==> config.mk <==
export PLATFORM = sky130hd
export DESIGN_NAME = mfp_ahb_lite_decoder_flat
export DESIGN_NICKNAME = d
export VERILOG_FILES = /design/src/rtl/mfp_ahb_lite_decoder_if.sv /design/src/rtl/mfp_ahb_lite_decoder.sv /design/src/flat_wrapper.sv
export SDC_FILE = /design/constraint.sdc
export NUM_CORES = 1
export LEC_CHECK = 0
export CAP_MARGIN = 15
export CORE_UTILIZATION = 30
export DETAILED_ROUTE_END_ITERATION = 10
export PLACE_DENSITY = 0.84
export SKIP_LAST_GASP = 1
export SLEW_MARGIN = 0
export SYNTH_ARGS = -nofsm -noshare
export SYNTH_HDL_FRONTEND = slang
export SYNTH_SLANG_ARGS = --single-unit
==> constraint.sdc <==
create_clock -name HCLK -period 4.3 [get_ports HCLK]
set_clock_uncertainty 0.2 [all_clocks]
set_input_delay 0.86 -clock HCLK [delete_from_list [all_inputs] [get_ports HCLK]]
set_output_delay 0.86 -clock HCLK [all_outputs]
set_load 0.03 [all_outputs]
==> src/rtl/mfp_ahb_lite_decoder_if.sv <==
// AHB-Lite bus bundle between the CPU master port, the decoder and three slaves.
// The slave modport is the decoder's view; the master modport drives it.
interface mfp_ahb_lite_decoder_if;
  logic [31:0] HADDR;
  logic [1:0]  HTRANS;
  logic        HREADY;
  logic [31:0] HRDATA;
  logic        HRESP;
  logic        HTIMEOUT;
  logic        HSEL_S0;
  logic        HSEL_S1;
  logic        HSEL_S2;
  logic [31:0] HRDATA_S0;
  logic [31:0] HRDATA_S1;
  logic [31:0] HRDATA_S2;
  logic        HREADYOUT_S0;
  logic        HREADYOUT_S1;
  logic        HREADYOUT_S2;
  logic        HRESP_S0;
  logic        HRESP_S1;
  logic        HRESP_S2;

  modport slave (
    input  HADDR, HTRANS,
    input  HRDATA_S0, HRDATA_S1, HRDATA_S2,
    input  HREADYOUT_S0, HREADYOUT_S1, HREADYOUT_S2,
    input  HRESP_S0, HRESP_S1, HRESP_S2,
    output HREADY, HRDATA, HRESP, HTIMEOUT,
    output HSEL_S0, HSEL_S1, HSEL_S2
  );

  modport master (
    output HADDR, HTRANS,
    output HRDATA_S0, HRDATA_S1, HRDATA_S2,
    output HREADYOUT_S0, HREADYOUT_S1, HREADYOUT_S2,
    output HRESP_S0, HRESP_S1, HRESP_S2,
    input  HREADY, HRDATA, HRESP, HTIMEOUT,
    input  HSEL_S0, HSEL_S1, HSEL_S2
  );
endinterface

==> src/rtl/mfp_ahb_lite_decoder.sv <==
// AHB-Lite address decoder / response mux for three slaves plus a
// built-in ERROR default slave and a sticky wait-state watchdog.
module mfp_ahb_lite_decoder #(
  parameter logic [31:0] S0_BASE = 32'h0000_0000,
  parameter logic [31:0] S0_MASK = 32'hFFFF_0000,
  parameter logic [31:0] S1_BASE = 32'h1F80_0000,
  parameter logic [31:0] S1_MASK = 32'hFFFF_0000,
  parameter logic [31:0] S2_BASE = 32'h1FC0_0000,
  parameter logic [31:0] S2_MASK = 32'hFFC0_0000,
  parameter int unsigned TIMEOUT_CYCLES = 64
) (
  input logic                   HCLK,
  input logic                   HRESET,
  mfp_ahb_lite_decoder_if.slave bus
);

  typedef enum logic [1:0] {
    SEL_S0, SEL_S1, SEL_S2, SEL_DEF
  } sel_e;

  typedef enum logic [1:0] {
    D_IDLE, D_ERR1, D_ERR2
  } dstate_e;

  localparam logic [15:0] WD_LAST =
    16'(TIMEOUT_CYCLES - 1);

  sel_e        dec;
  sel_e        dsel_d, dsel_q;
  dstate_e     dst_d, dst_q;
  logic [15:0] wd_d, wd_q;
  logic        tout_d, tout_q;
  logic        hit0, hit1, hit2;
  logic        hready, hresp;
  logic [31:0] hrdata;
  logic        def_req;

  always_comb begin
    hit0 = (bus.HADDR & S0_MASK) == S0_BASE;
    hit1 = (bus.HADDR & S1_MASK) == S1_BASE;
    hit2 = (bus.HADDR & S2_MASK) == S2_BASE;
    dec  = SEL_DEF;
    if (hit0)      dec = SEL_S0;
    else if (hit1) dec = SEL_S1;
    else if (hit2) dec = SEL_S2;
  end

  always_comb begin
    hready = 1'b1;
    hresp  = 1'b0;
    hrdata = 32'h0;
    unique case (dsel_q)
      SEL_S0: begin
        hready = bus.HREADYOUT_S0;
        hresp  = bus.HRESP_S0;
        hrdata = bus.HRDATA_S0;
      end
      SEL_S1: begin
        hready = bus.HREADYOUT_S1;
        hresp  = bus.HRESP_S1;
        hrdata = bus.HRDATA_S1;
      end
      SEL_S2: begin
        hready = bus.HREADYOUT_S2;
        hresp  = bus.HRESP_S2;
        hrdata = bus.HRDATA_S2;
      end
      SEL_DEF: begin
        hready = dst_q != D_ERR1;
        hresp  = dst_q != D_IDLE;
      end
    endcase
  end

  // Only active transfers to unmapped space earn the two-cycle ERROR.
  assign def_req = hready && (dec == SEL_DEF)
                   && bus.HTRANS[1];

  always_comb begin
    dst_d = dst_q;
    unique case (dst_q)
      D_IDLE:  if (def_req) dst_d = D_ERR1;
      D_ERR1:  dst_d = D_ERR2;
      D_ERR2:  dst_d = def_req ? D_ERR1 : D_IDLE;
      default: dst_d = D_IDLE;
    endcase
  end

  always_comb begin
    dsel_d = hready ? dec : dsel_q;
    wd_d   = wd_q;
    if (hready)               wd_d = 16'h0;
    else if (wd_q != 16'hFFFF) wd_d = wd_q + 16'd1;
    tout_d = tout_q
             | (!hready && (wd_q == WD_LAST));
  end

  always_ff @(posedge HCLK) begin
    if (HRESET) begin
      dsel_q <= SEL_DEF;
      dst_q  <= D_IDLE;
      wd_q   <= 16'h0;
      tout_q <= 1'b0;
    end else begin
      dsel_q <= dsel_d;
      dst_q  <= dst_d;
      wd_q   <= wd_d;
      tout_q <= tout_d;
    end
  end

  assign bus.HREADY   = hready;
  assign bus.HRESP    = hresp;
  assign bus.HRDATA   = hrdata;
  assign bus.HTIMEOUT = tout_q;
  assign bus.HSEL_S0  = dec == SEL_S0;
  assign bus.HSEL_S1  = dec == SEL_S1;
  assign bus.HSEL_S2  = dec == SEL_S2;

endmodule

==> src/flat_wrapper.sv <==
// flat-port wrapper written by rule: the top's interface ports become plain ports
module mfp_ahb_lite_decoder_flat 
#(
  parameter logic [31:0] S0_BASE = 32'h0000_0000,
  parameter logic [31:0] S0_MASK = 32'hFFFF_0000,
  parameter logic [31:0] S1_BASE = 32'h1F80_0000,
  parameter logic [31:0] S1_MASK = 32'hFFFF_0000,
  parameter logic [31:0] S2_BASE = 32'h1FC0_0000,
  parameter logic [31:0] S2_MASK = 32'hFFC0_0000,
  parameter int unsigned TIMEOUT_CYCLES = 64
)
  (HCLK, HRESET, bus_HADDR, bus_HTRANS, bus_HRDATA_S0, bus_HRDATA_S1, bus_HRDATA_S2, bus_HREADYOUT_S0, bus_HREADYOUT_S1, bus_HREADYOUT_S2, bus_HRESP_S0, bus_HRESP_S1, bus_HRESP_S2, bus_HREADY, bus_HRDATA, bus_HRESP, bus_HTIMEOUT, bus_HSEL_S0, bus_HSEL_S1, bus_HSEL_S2);
  mfp_ahb_lite_decoder_if bus_i ();
  input logic HCLK;
  input logic HRESET;
  input wire logic [$bits(bus_i.HADDR)-1:0] bus_HADDR;
  input wire logic [$bits(bus_i.HTRANS)-1:0] bus_HTRANS;
  input wire logic [$bits(bus_i.HRDATA_S0)-1:0] bus_HRDATA_S0;
  input wire logic [$bits(bus_i.HRDATA_S1)-1:0] bus_HRDATA_S1;
  input wire logic [$bits(bus_i.HRDATA_S2)-1:0] bus_HRDATA_S2;
  input wire logic [$bits(bus_i.HREADYOUT_S0)-1:0] bus_HREADYOUT_S0;
  input wire logic [$bits(bus_i.HREADYOUT_S1)-1:0] bus_HREADYOUT_S1;
  input wire logic [$bits(bus_i.HREADYOUT_S2)-1:0] bus_HREADYOUT_S2;
  input wire logic [$bits(bus_i.HRESP_S0)-1:0] bus_HRESP_S0;
  input wire logic [$bits(bus_i.HRESP_S1)-1:0] bus_HRESP_S1;
  input wire logic [$bits(bus_i.HRESP_S2)-1:0] bus_HRESP_S2;
  output wire logic [$bits(bus_i.HREADY)-1:0] bus_HREADY;
  output wire logic [$bits(bus_i.HRDATA)-1:0] bus_HRDATA;
  output wire logic [$bits(bus_i.HRESP)-1:0] bus_HRESP;
  output wire logic [$bits(bus_i.HTIMEOUT)-1:0] bus_HTIMEOUT;
  output wire logic [$bits(bus_i.HSEL_S0)-1:0] bus_HSEL_S0;
  output wire logic [$bits(bus_i.HSEL_S1)-1:0] bus_HSEL_S1;
  output wire logic [$bits(bus_i.HSEL_S2)-1:0] bus_HSEL_S2;
  assign bus_i.HADDR = bus_HADDR;
  assign bus_i.HTRANS = bus_HTRANS;
  assign bus_i.HRDATA_S0 = bus_HRDATA_S0;
  assign bus_i.HRDATA_S1 = bus_HRDATA_S1;
  assign bus_i.HRDATA_S2 = bus_HRDATA_S2;
  assign bus_i.HREADYOUT_S0 = bus_HREADYOUT_S0;
  assign bus_i.HREADYOUT_S1 = bus_HREADYOUT_S1;
  assign bus_i.HREADYOUT_S2 = bus_HREADYOUT_S2;
  assign bus_i.HRESP_S0 = bus_HRESP_S0;
  assign bus_i.HRESP_S1 = bus_HRESP_S1;
  assign bus_i.HRESP_S2 = bus_HRESP_S2;
  assign bus_HREADY = bus_i.HREADY;
  assign bus_HRDATA = bus_i.HRDATA;
  assign bus_HRESP = bus_i.HRESP;
  assign bus_HTIMEOUT = bus_i.HTIMEOUT;
  assign bus_HSEL_S0 = bus_i.HSEL_S0;
  assign bus_HSEL_S1 = bus_i.HSEL_S1;
  assign bus_HSEL_S2 = bus_i.HSEL_S2;
  mfp_ahb_lite_decoder #(.S0_BASE(S0_BASE), .S0_MASK(S0_MASK), .S1_BASE(S1_BASE), .S1_MASK(S1_MASK), .S2_BASE(S2_BASE), .S2_MASK(S2_MASK), .TIMEOUT_CYCLES(TIMEOUT_CYCLES)) u_core (.HCLK(HCLK), .HRESET(HRESET), .bus(bus_i));
endmodule
==> results of run 1 <==
## cell usage in the layout, fill, tap and decap left out, types with 3 or more instances in the layout
cell type,n
mux2i_1,34
o21ai_0,40
buf_4,3
dfxtp_1,20
and4_1,3
nand2_1,38
a21oi_1,8
clkdlybuf4s50_1,158
nor4_1,6
nor3_1,6
clkbuf_8,3
nor2_1,15
nand3_1,5
inv_1,4
or3_1,3
## how the worst min path moves through the flow
stage,start,end,slack [ns],cells past startpoint
6_report,u_core.dst_q[1],u_core.dst_q[1],0.24,1
5_1_grt,u_core.dst_q[1],u_core.dst_q[1],0.29,1
4_1_cts,u_core.dst_q[1],u_core.dst_q[1],0.25,1
3_5_place_dp,u_core.dst_q[1],u_core.dst_q[1],0.24,1
3_3_place_gp,u_core.dst_q[1],u_core.dst_q[1],0.24,1
2_1_floorplan,u_core.dst_q[1],u_core.dst_q[1],0.21,1
## per-stage QoR
stage / total power [mW] / hold WS [ns] / setup slack [ns]
floorplan: 0.578 / 0.214 / 1.49
global route: 1.05 / 0.286 / 0.566
CTS: 1.00 / 0.248 / 0.679
detailed placement: 0.876 / 0.238 / 0.679
global placement: 0.867 / 0.237 / 0.694
finish: 0.997 / 0.242 / 0.696
## layer usage
metal	wire length, um	global-route usage, %	vias up
met4	183	7.45	0
met3	542	4.23	17
met1	2570	21.8	1060
met2	3650	41.3	80
li1	-	-	1177
met5	0	0	-
## Yosys cell counts, types with 3 or more instances
library cell / number / share of area (%)
o21ai_0: 40 / 11
and4_1: 3 / 1.5
nor4_1: 6 / 2.1
buf_2: 6 / 1.7
nand3_1: 5 / 1.4
dfxtp_1: 21 / 23
clkbuf_1: 8 / 1.7
nor2_1: 15 / 3.1
mux2i_1: 34 / 19
or3_1: 3 / 1.0
inv_1: 4 / 0.83
a21oi_1: 8 / 2.2
nor3_1: 6 / 1.7
nand2_1: 38 / 7.9
## cells by family (layout without fill, tap and decap cells)
family,Yosys count,after routing,share of synthesized area (%)
AOI/OAI and AO/OA,59,59,18.4
xor gates and xnor gates,3,3,1.46
adders and majority gates,1,1,0.693
buffers and inverters,19,169,4.78
DFF,21,21,23.3
muxes,35,35,20.1
and+or+nand+nor,101,101,31.3
## power groups by stage
stage | combinational [mW] | clock, mW | sequential (mW)
after floorplan | 0.364 | 0 | 0.214
after global placement | 0.620 | 0 | 0.247
after detailed placement | 0.630 | 0 | 0.246
after CTS | 0.631 | 0.129 | 0.242
after global routing | 0.667 | 0.138 | 0.246
final | 0.627 | 0.127 | 0.242
## state kept, by name, summed over array words and instances, names as in the netlist
signal               count
u_core.bus.HTIMEOUT      1
u_core.dsel_q            2
u_core.dst_q             2
u_core.wd_q             16
## critical path, cell delays in order
cell	delay, ns
clkdlybuf4s50_1	0.47
and4_1	0.18
nand3_1	0.11
nor2_1	0.20
clkdlybuf4s50_1	0.71
## layout make-up
class,count,area [um2]
clock buffer,4,45.0
fill,510,2160
inverter,4,15.0
multi-input combinational,199,1300
sequential,21,422
tap,72,90.1
timing repair buffer,161,1600
==> results.md, run 1 <==
* Status: finished clean
* Clock tree buffer depth at 2
* Root Driver: clkbuf_8
* Hold_buf cts at 0
* Primary FF master, synth: dfxtp_1
* Synth warn at 0
* Hold WC Path Type: reg -> reg
* DR WL/cell at 15.1 um
* Part of the power in combinational logic at 62.9%
* Area of the core at 5640 um2
* Critical path endpoint: bus_HSEL_S2
* First-pass detailed-route iteration total at 6
* # resized after CTS at 0
* Layout cell share with drive strength beyond 1 at 5.14%
* Tcrit/Tclk final at 83.8%
* Via Count at 2,334
* R2R Path End: u_core.wd_q[12]
* Finished Layout Cells at 461
* Setup TNS at 0 ns
* Global route overflow at 0
* Avg Cell Area, Syn at 7.55 um2
* Routed Antenna Nets at 0
* CTS Buf Count at 3
* Worst R2R Setup Slack at 1.95 ns
* Cell Int Power at 584 uW
* Initial antenna violation count at 0
* IO Pins at 176
* Leak at 1.40 nW
* Net Sw Frac at 41.4%
* Clock Sinks at 21
* R2r startpoint: u_core.dsel_q[1]
* Max cap viols at 0
* Cell Rows at 27
* Die height at 79.6 um
* Setup Crit Path Kind: in -> out
* Worst Tran Pin Value at 0.780 ns
* Die W at 79.6 um
* Asr flop ratio synth at 0%
* Die ar. at 6330 um2
* Placed cell count at 457
* DR iter-0 viols at 45
* Fin nets at 529
* PwrDens at 287 nW/um2
* Post-CTS Setup Bufs at 0
* First-pass GRT wire length at 10.6 mm
* Worst VDD drop at 0.201 mV
* Slew margin rel. at 48.0%
* DRC at 0
* Diode count at 0
* Final Instance Area at 3480 um2
* Hold Vio Cnt, Final at 0
* Final min period at 3.60 ns
* Area Overhead vs Synth at 92.6%
* RSZ-0062 raised after global routing: false
* Drt via density at 5.06
* Fmax at 277 MHz
* Reg power frac at 24.3%
* Number of synthesized flops with an enable pin at 0
* Cells after synthesis at 239
* Clock share of power at 12.8%
* Vias in the first global route at 2,233
* I/O Buffers at 158
* Max-slew violation count at 0
* Startpoint Class: primary input
* Clock latency at the later pin of the worst-skew pair at 0.26 ns
* Mapped Area at 1810 um2
* GP Congestion at 0.797
* Clock-pin slew on the worst setup and hold paths at 0.07 ns
* Dpl hpwl at 5.66 mm
* WP data arrival at 2.54 ns
* Setup crit start: bus_HADDR[26]
* Initial Utilization at 32.0%
* TritonCTS clock tree: built
* Post-synthesis sequential area ratio at 23.3%
* Psw at 412 uW
* Worst Setup End Kind: output pin
* Final Util at 61.6%
* Final setup viols at 0
* R2R cell count at 4
* H-tree lvl count at 1
* Mapped Nets at 378
* Placed cell areas at 3430 um2
* Wirelength, routed at 6.95 mm
* Required @ worst endpoint at 3.24 ns
* Gr usage total at 21.1%
* Yosys reg bits at 21
* Largest net degree at the start of global routing at 33
* Distinct cells, synth at 44
* Max Fanout on Critical Path at 3
Power figures use the tool's default switching activity.
==> run 2: changes to the inputs <==
--- a/config.mk
+++ b/config.mk
@@ -6,9 +6,9 @@
 export NUM_CORES = 1
 export LEC_CHECK = 0
 export CAP_MARGIN = 15
-export CORE_UTILIZATION = 30
+export CORE_UTILIZATION = 27
 export DETAILED_ROUTE_END_ITERATION = 10
-export PLACE_DENSITY = 0.84
+export PLACE_DENSITY = 0.8
 export SKIP_LAST_GASP = 1
 export SLEW_MARGIN = 0
 export SYNTH_ARGS = -nofsm -noshare
==> constraint.sdc (replaced) <==
create_clock -name HCLK -period 3.1 [get_ports HCLK]
set_clock_uncertainty 0.2 [all_clocks]
set_input_delay 0.62 -clock HCLK [delete_from_list [all_inputs] [get_ports HCLK]]
set_output_delay 0.62 -clock HCLK [all_outputs]
set_load 0.03 [all_outputs]
==> results.md, run 2 (same netlist as run 1, synthesis figures left out) <==
* Status: finished clean (unchanged)
* Area of the core at 6390 um2 (was 5640 um2)
* GP Congestion at 0.767 (was 0.797)
* Diode count at 0 (unchanged)
* Reg area at 422 um2 (unchanged)
* Net Sw Frac at 41.8% (was 41.4%)
* DR iter-0 viols at 58 (was 45)
* Part of the power in combinational logic at 64.2% (was 62.9%)
* R2R Path End: u_core.wd_q[6] (was u_core.wd_q[12])
* Vias in the first global route at 2,333 (was 2,233)
* Tot Pwr at 1.35 mW (was 997 uW)
* Multi-input logic area at 1300 um2 (unchanged)
* DR WL/cell at 13.4 um (was 15.1 um)
* Max Fanout on Critical Path at 2 (was 3)
* Clock-pin slew on the worst setup and hold paths at 0.07 ns (about the same)
* Routed Antenna Nets at 0 (unchanged)
* Cell Int Power at 787 uW (was 584 uW)
* Most frequent cells in the layout: clkdlybuf4s50_1, buf_4, o21ai_0 (was clkdlybuf4s50_1, o21ai_0, nand2_1)
* Gr usage total at 17.6% (was 21.1%)
* Tcrit/Tclk final at 95.5%
* Commonest non-fill, non-tap cell in the layout: clkdlybuf4s50_1 (unchanged)
* Initial Utilization at 28.3% (was 32.0%)
* Worst R2R Setup Slack at 1.01 ns (was 1.95 ns)
* Dpl hpwl at 5.26 mm (was 5.66 mm)
* Setup TNS at 0 ns (unchanged)
* Min-Delay Endpoint: u_core.dst_q[1] (unchanged)
* DRC at 0 (unchanged)
* Clock share of power at 13.0% (was 12.8%)
* Drt via density at 4.92 (was 5.06)
* Final Util at 54.0% (was 61.6%)
* Layout cell share with drive strength beyond 1 at 14.9% (was 5.14%)
* Wirelength, routed at 6.31 mm (was 6.95 mm)
* First-pass detailed-route iteration total at 4 (was 6)
* Leak at 1.52 nW (was 1.40 nW)
* Max cap viols at 0 (unchanged)
* Worst Setup End Kind: output pin (unchanged)
* Setup Crit Path Kind: in -> out (unchanged)
* Global route overflow at 0 (unchanged)
* I/O Buffers at 158 (unchanged)
* Hold Vio Cnt, Final at 0 (unchanged)
* Required @ worst endpoint at 2.28 ns (was 3.24 ns)
* Worst Tran Pin Value at 0.681 ns (was 0.780 ns)
* Clock tree buffer depth at 2 (unchanged)
* Clock latency at the later pin of the worst-skew pair at 0.26 ns (about the same)
* CTS Buf Count at 3 (unchanged)
* Hold Startpoint: u_core.dst_q[1] (unchanged)
* Die ar. at 7020 um2 (was 6330 um2)
* R2R cell count at 5 (was 4)
* Fillers at 644 (was 510)
* Die height at 83.8 um (was 79.6 um)
* Via Count at 2,324 (was 2,334)
* Fmax at 338 MHz
* TritonCTS clock tree: built (unchanged)
* Max-slew violation count at 0 (unchanged)
* Final min period at 2.96 ns
* WP data arrival at 2.14 ns (was 2.54 ns)
* Die W at 83.8 um (was 79.6 um)
* First-pass GRT wire length at 10.3 mm (was 10.6 mm)
* IO Pins at 176 (unchanged)
* R2r startpoint: u_core.wd_q[0] (was u_core.dsel_q[1])
* Hold WC Path Type: reg -> reg (unchanged)
* RSZ-0062 raised after global routing: false (unchanged)
* Hold path depth at 1 (unchanged)
* Reg with most FFs: u_core.wd_q (unchanged)
* Fin nets at 535 (was 529)
* PwrDens at 392 nW/um2 (was 287 nW/um2)
* Initial antenna violation count at 0 (unchanged)
* Startpoint Class: primary input (unchanged)
* Clock Sinks at 21 (unchanged)
* Root Driver: clkbuf_8 (unchanged)
* Final setup viols at 0 (unchanged)
* Area Overhead vs Synth at 91.1% (was 92.6%)
* Max FFs per register at 16 (unchanged)
* Slew margin rel. at 54.6% (was 48.0%)
* Reg power frac at 22.8% (was 24.3%)
* Top flop regs: u_core.wd_q (16), u_core.dsel_q (2), u_core.dst_q (2) (unchanged)
* Cell Rows at 29 (was 27)
* Psw at 567 uW (was 412 uW)
* H-tree lvl count at 1 (unchanged)
* Largest net degree at the start of global routing at 28 (was 33)
* Worst VDD drop at 0.247 mV (was 0.201 mV)
[run 2: critical path: stages]
cell and delay, ns:
clkdlybuf4s50_1 0.47, o21ai_0 0.07, o22a_1 0.24, inv_1 0.06, clkdlybuf4s50_1 0.67
[run 2: worst max path at each step]
stage	from	end	slack, ns	cells past startpoint
floorplan	u_core.dsel_q[1]	bus_HRDATA[0]	0.53	4
global placement	bus_HADDR[28]	bus_HSEL_S2	0.03	5
detailed placement	bus_HADDR[28]	bus_HSEL_S2	0.02	5
CTS	bus_HADDR[28]	bus_HSEL_S2	0.02	5
global route	bus_HREADYOUT_S2	bus_HREADY	0.11	5
finish	bus_HREADYOUT_S2	bus_HREADY	0.14	5
[run 2: layer usage]
metal  GRT usage, %  part of all wire (%)
met5              0                     0
met1           19.0                    39
met3           2.37                   6.2
met2           34.5                    52
met4           6.32                   2.2
[run 2: power groups by stage]
stage | clock network [mW] | logic (mW) | registers, mW
final | 0.176 | 0.869 | 0.309
after global routing | 0.192 | 0.932 | 0.313
after CTS | 0.182 | 0.878 | 0.310
after detailed placement | 0 | 0.876 | 0.316
after global placement | 0 | 0.867 | 0.316
after floorplan | 0 | 0.505 | 0.297
[run 2: timing repair]
action | CTS | global route
hold buffers | 0 | 0
buffers inserted | 0 | 0
setup endpoints to repair | 0 | 2
gates resized for setup | 0 | 2
[run 2: final cells by class]
class / instances / share of cell area, %
Tap cell: 77 / 2.79
Timing Repair Buffer: 167 / 45.5
Multi-Input combinational cell: 199 / 37.7
Inverter: 4 / 0.435
Sequential cell: 21 / 12.2
Clock buffer: 4 / 1.31
[run 2: stage by stage]
stage	cell area, um2	setup WS, ns	hold slack, ns	std cells
after floorplan	1810	0.527	0.214	239
after global placement	3400	0.0345	0.237	468
after detailed placement	3400	0.0215	0.248	468
after CTS	3450	0.0190	0.259	472
after global routing	3450	0.109	0.281	472
final	3450	0.141	0.257	472
